==> src/rtl/adder_core_pkg.sv <==
// Shared definitions for the adder stage on the AXI-Stream NoC path:
// NoC field widths, the adder's NoC address and the FSM state encoding.
package adder_core_pkg;

  // Datapath and NoC field widths
  localparam int DATAW          = 128;
  localparam int AXIS_MAX_DATAW = 512;
  localparam int AXIS_USERW     = 8;
  localparam int AXIS_DESTW     = 8;
  localparam int AXIS_IDW       = 8;
  localparam int AXIS_STRBW     = AXIS_MAX_DATAW / 8;
  localparam int AXIS_KEEPW     = AXIS_MAX_DATAW / 8;

  // NoC address that routes beats to this adder
  localparam logic [AXIS_DESTW-1:0] ADDER_ADDR = 8'h01;

  // FSM state encoding
  localparam logic [0:0] ACCUM  = 1'b0;
  localparam logic [0:0] RESULT = 1'b1;

endpackage

==> src/rtl/adder_core.sv <==
// adder_core: accumulates operand beats modulo 2^DATA_WIDTH until tlast,
// then presents sum, beat count and source address on a valid/ready
// response port while back-pressuring the input.
// Optional build macro ADDER_OVERFLOW_FLAG_EN adds a sticky carry-out flag
// (response_overflow) covering every addition of the transaction.
module adder_core #(
  parameter int DATA_WIDTH  = adder_core_pkg::DATAW,
  parameter int AXIS_DATAW  = adder_core_pkg::AXIS_MAX_DATAW,
  parameter int AXIS_USERW  = adder_core_pkg::AXIS_USERW,
  parameter int COUNT_WIDTH = 16
) (
  input  logic                                 clk,
  input  logic                                 rst,
  input  logic                                 axis_adder_interface_tvalid,
  output logic                                 axis_adder_interface_tready,
  input  logic [AXIS_DATAW-1:0]                axis_adder_interface_tdata,
  input  logic                                 axis_adder_interface_tlast,
  input  logic [AXIS_USERW-1:0]                axis_adder_interface_tuser,
  input  logic [adder_core_pkg::AXIS_DESTW-1:0] axis_adder_interface_tdest,
  input  logic [adder_core_pkg::AXIS_IDW-1:0]   axis_adder_interface_tid,
  input  logic [adder_core_pkg::AXIS_STRBW-1:0] axis_adder_interface_tstrb,
  input  logic [adder_core_pkg::AXIS_KEEPW-1:0] axis_adder_interface_tkeep,
  output logic                                 response_valid,
  input  logic                                 response_ready,
  output logic [DATA_WIDTH-1:0]                response_data,
  output logic [COUNT_WIDTH-1:0]               response_count,
`ifdef ADDER_OVERFLOW_FLAG_EN
  output logic                                 response_overflow,
`endif
  output logic [AXIS_USERW-1:0]                response_src
);

  import adder_core_pkg::*;

  logic [0:0]             state_reg;
  logic [DATA_WIDTH-1:0]  sum_reg;
  logic [COUNT_WIDTH-1:0] count_reg;
  logic [DATA_WIDTH-1:0]  operand;
  logic [DATA_WIDTH-1:0]  sum_next;
  logic [COUNT_WIDTH-1:0] count_next;
  logic                   beat_fire;

  // Routing fields and the upper tdata bits carry nothing for the adder
  logic unused_inputs;
  assign unused_inputs = ^{axis_adder_interface_tdata[AXIS_DATAW-1:DATA_WIDTH],
                           axis_adder_interface_tdest, axis_adder_interface_tid,
                           axis_adder_interface_tstrb, axis_adder_interface_tkeep};

  assign operand = axis_adder_interface_tdata[DATA_WIDTH-1:0];

  // Input is only open while accumulating and never during reset
  assign axis_adder_interface_tready = (state_reg == ACCUM) && !rst;
  assign beat_fire = axis_adder_interface_tvalid && axis_adder_interface_tready;

  // Beat counter saturates instead of wrapping
  assign count_next = (count_reg == {COUNT_WIDTH{1'b1}}) ? count_reg
                                                         : count_reg + 1'b1;

`ifdef ADDER_OVERFLOW_FLAG_EN
  logic add_carry;
  logic ovf_acc_reg;
  assign {add_carry, sum_next} = {1'b0, sum_reg} + {1'b0, operand};

  // Sticky carry-out across the transaction, latched with the final sum
  always_ff @(posedge clk) begin
    if (rst) begin
      ovf_acc_reg       <= 1'b0;
      response_overflow <= 1'b0;
    end else if (state_reg == ACCUM) begin
      if (beat_fire) begin
        if (axis_adder_interface_tlast) begin
          response_overflow <= ovf_acc_reg | add_carry;
        end else begin
          ovf_acc_reg <= ovf_acc_reg | add_carry;
        end
      end
    end else if (response_ready) begin
      ovf_acc_reg       <= 1'b0;
      response_overflow <= 1'b0;
    end
  end
`else
  assign sum_next = sum_reg + operand;
`endif

  // FSM, accumulator, counter and registered response port
  always_ff @(posedge clk) begin
    if (rst) begin
      state_reg      <= ACCUM;
      sum_reg        <= '0;
      count_reg      <= '0;
      response_valid <= 1'b0;
      response_data  <= '0;
      response_count <= '0;
      response_src   <= '0;
    end else begin
      case (state_reg)
        ACCUM: begin
          if (beat_fire) begin
            if (axis_adder_interface_tlast) begin
              response_data  <= sum_next;
              response_count <= count_next;
              response_src   <= axis_adder_interface_tuser;
              response_valid <= 1'b1;
              state_reg      <= RESULT;
            end else begin
              sum_reg   <= sum_next;
              count_reg <= count_next;
            end
          end
        end
        default: begin
          // Response held until consumed; then start a fresh transaction
          if (response_ready) begin
            response_valid <= 1'b0;
            sum_reg        <= '0;
            count_reg      <= '0;
            state_reg      <= ACCUM;
          end
        end
      endcase
    end
  end

endmodule

==> config.mk <==
export PLATFORM = sky130hd
export DESIGN_NAME = adder_core
export DESIGN_NICKNAME = d
export VERILOG_FILES = /design/src/rtl/adder_core_pkg.sv /design/src/rtl/adder_core.sv
export SDC_FILE = /design/constraint.sdc
export NUM_CORES = 1
export LEC_CHECK = 0
export ABC_AREA = 1
export CAP_MARGIN = 30
export CORE_AREA = 2 2 316 318
export DETAILED_ROUTE_END_ITERATION = 8
export DIE_AREA = 0 0 318 320
export PLACE_DENSITY = 0.62
export SETUP_SLACK_MARGIN = 0.05
export SYNTH_ARGS = -nofsm -noshare
export SYNTH_HDL_FRONTEND = slang
export SYNTH_SLANG_ARGS = --single-unit
==> constraint.sdc <==
create_clock -name clk -period 5.17 [get_ports clk]
set_input_delay 1.2925 -clock clk [delete_from_list [all_inputs] [get_ports clk]]
set_output_delay 1.2925 -clock clk [all_outputs]
set_load 0.01 [all_outputs]
==> results.cfg <==
[floorplanning]
die_h_um = 320
fp.dieW_um = 318
core_um2 = 98000
initial_core_util = 0.259
row_count = 115
dieArea_um2 = 102000
io_pins = 823

[worst_setup_path]
critPathMaxFanout = 4
worst_setup_path_start_kind = input port
arrival_ps = 4620
worstPathRequired_ps = 5620
reg2reg_slack_ps = 1860
crit_path_end_kind = register
crit_type = input port to register

[timing]
tightestPinTransition_ps = 920
drv_slew = 0
rsz0062_at_grt = false
finalCritPeriodShare = 0.807
max_clock_freq_mhz = 240
fin_tns_setup_ps = 0
skew_ps = 33.1
finalSetupViolCount = 0
hold_violations = 0
slew_headroom = 0.387
final.min_clock_period_ps = 4170

[synthesis]
syn_area_um2 = 25400
async_flop_share = 0
ys_dominant_reg_cell = dfxtp_1
syn_nets = 5419
syn_area_per_cell_um2 = 5.50
synth_top_area_frac = 0.279
synth_area_leaders = nand2_1, dfxtp_1, inv_1
yosysTopAreaCell = nand2_1
ys_types = 38
ys_seq_area_frac = 0.235
synth_commonest_cells = nand2_1, inv_1, dfxtp_1, nor2_1, a21oi_1
ys_warn_count = 0
synth_most_common_cell = nand2_1
ys_ff_latch = 298
synth_cells = 4621
synth_edf_count = 0

[detailed_routing]
drt_pre_antenna_iters = 6
via_per_inst = 4.46
drc_errors = 0
vias = 27700
drtIter0Drc = 2222
wire_per_inst_um = 18.8
ant_nets = 0
finalWirelength_um = 117000

[global_route]
antenna_found_initial = 4
grt_pass1_wl_um = 170000
grt_overflow = 0
grt_max_degree = 128
grt_use_total = 0.224
grt_pass1_vias = 26400

[placement]
dpl.cell_count = 6141
gp_congestion = 1.02
numPortBuffers = 294
hpwl_um = 97900

[cells_and_area]
nets = 5692
final_util = 0.319
syn2layout_area_growth_pct = 23.0
final_cells = 6213
drive_gt1_frac = 0.0475

[power]
clkPwrFrac = 0.409
leakage_uw = 0.0168
power_frac_seq = 0.349
p_int_uw = 4710
switching_share = 0.331
p_total_uw = 7040
switchingPower_uw = 2330
powerDensity_nw_per_um2 = 225
share_comb_of_total_power = 0.241
ir_worst_vdd_mv = 0.220

[cts]
cts_tree = done
ctsHoldBuffers = 0
post-cts-setup-buffers = 0
cts_resized = 0
clk_latency_ps = 580
ctsLongestPathBuffers = 3
cts_buffers = 38
path_clk_slew_ps = 50
cts_root_buf = clkbuf_16
numClockSinks = 298
h-tree-depth = 2

[outcome]
outcome = finished, final reports clean

[job]
drv_cap = 0

[hold_path]
hold_class = register to register
## layout make-up
class                           instances  area, um^2
Fill cell                           11100       66700
Multi-Input combinational cell       3182       15200
Sequential cell                       298        5970
Inverter                             1046        3930
Timing Repair Buffer                  328        3270
Tap cell                             1287        1610
Clock buffer                           47        1060
Clock inverter                         23         274
Antenna cell                            2        5.00
## layer usage
layer / global-route usage / share of wire / vias up
met5: 0 / 0.00040 / -
met1: 0.288 / 0.44 / 12600
li1: - / - / 14300
met4: 0.104 / 0.052 / 8
met2: 0.367 / 0.44 / 714
met3: 0.0358 / 0.059 / 149
## worst max-delay path, stage by stage
cell and delay, ps:
clkdlybuf4s50_1 460, ha_1 290, inv_1 90, fa_1 410, inv_1 120, nand3_1 70
nand2_1 180, nand4_1 140, nand3_1 300, nand3_1 110, nand2_1 380, nand2_1 310
nand2_1 120, nand2_1 70, nand2_1 100, nand2_1 70, nand2_1 60, inv_1 30
## kinds of logic (layout without fill, tap and decap cells)
| kind of cell | count (synthesis) | count (layout) | synth area share |
|---|---|---|---|
| DFF | 298 | 298 | 0.235 |
| buffers and inverters | 1141 | 1444 | 0.169 |
| xor gates and xnor gates | 70 | 70 | 0.0244 |
| other | 0 | 2 | 0 |
| AOI/OAI and AO/OA | 495 | 495 | 0.112 |
| and+or+nand+nor | 2488 | 2488 | 0.395 |
| adders and majority gates | 129 | 129 | 0.0638 |
## per-stage QoR
step	cell area, um^2	hold WS [ps]	worst slack (ps)
after floorplan	25400	445	2040
after global placement	29900	452	536
after detailed placement	30000	459	551
after CTS	31300	469	1130
after global routing	31300	487	874
final	31300	466	997
## power groups by stage
stage                     clock, uW  sequential [uW]  combinational [uW]
final                          2880             2460                1700
after global routing           3050             2470                1860
after CTS                      2960             2460                1700
after detailed placement          0             2510                1690
after global placement            0             2500                1690
after floorplan                   0             2530                 888
## final timing paths
path,cells past startpoint,start,endpoint
min,2,sum_reg[2],sum_reg[2]
min reg2reg,2,sum_reg[2],sum_reg[2]
max,18,axis_adder_interface_tdata[0],response_data[116]
max reg2reg,17,sum_reg[0],response_data[116]
## placed cells by master (no fill, tap or decap), types with 3 or more instances in the layout
master           instances
nand2_1               1889
inv_1                 1009
dfxtp_1                298
clkdlybuf4s50_1        293
nor2_1                 289
a21oi_1                228
nand3_1                150
ha_1                   128
o21ai_0                114
o21bai_1                80
xor2_1                  63
o21a_1                  48
nor2_2                  39
clkbuf_16               39
inv_2                   34
nor3_1                  32
buf_4                   30
nand3b_1                22
nand2_2                 19
a21o_1                  19
nor3_2                  15
clkinv_2                11
nor2_4                   8
xnor2_1                  6
nand3_2                  5
and2_1                   5
clkbuf_8                 5
bufinv_16                5
nand4_1                  4
nor4_2                   4
buf_12                   4
nand3b_2                 3
clkinvlp_4               3
clkbuf_1                 3
(Power assumes the default switching activity.)
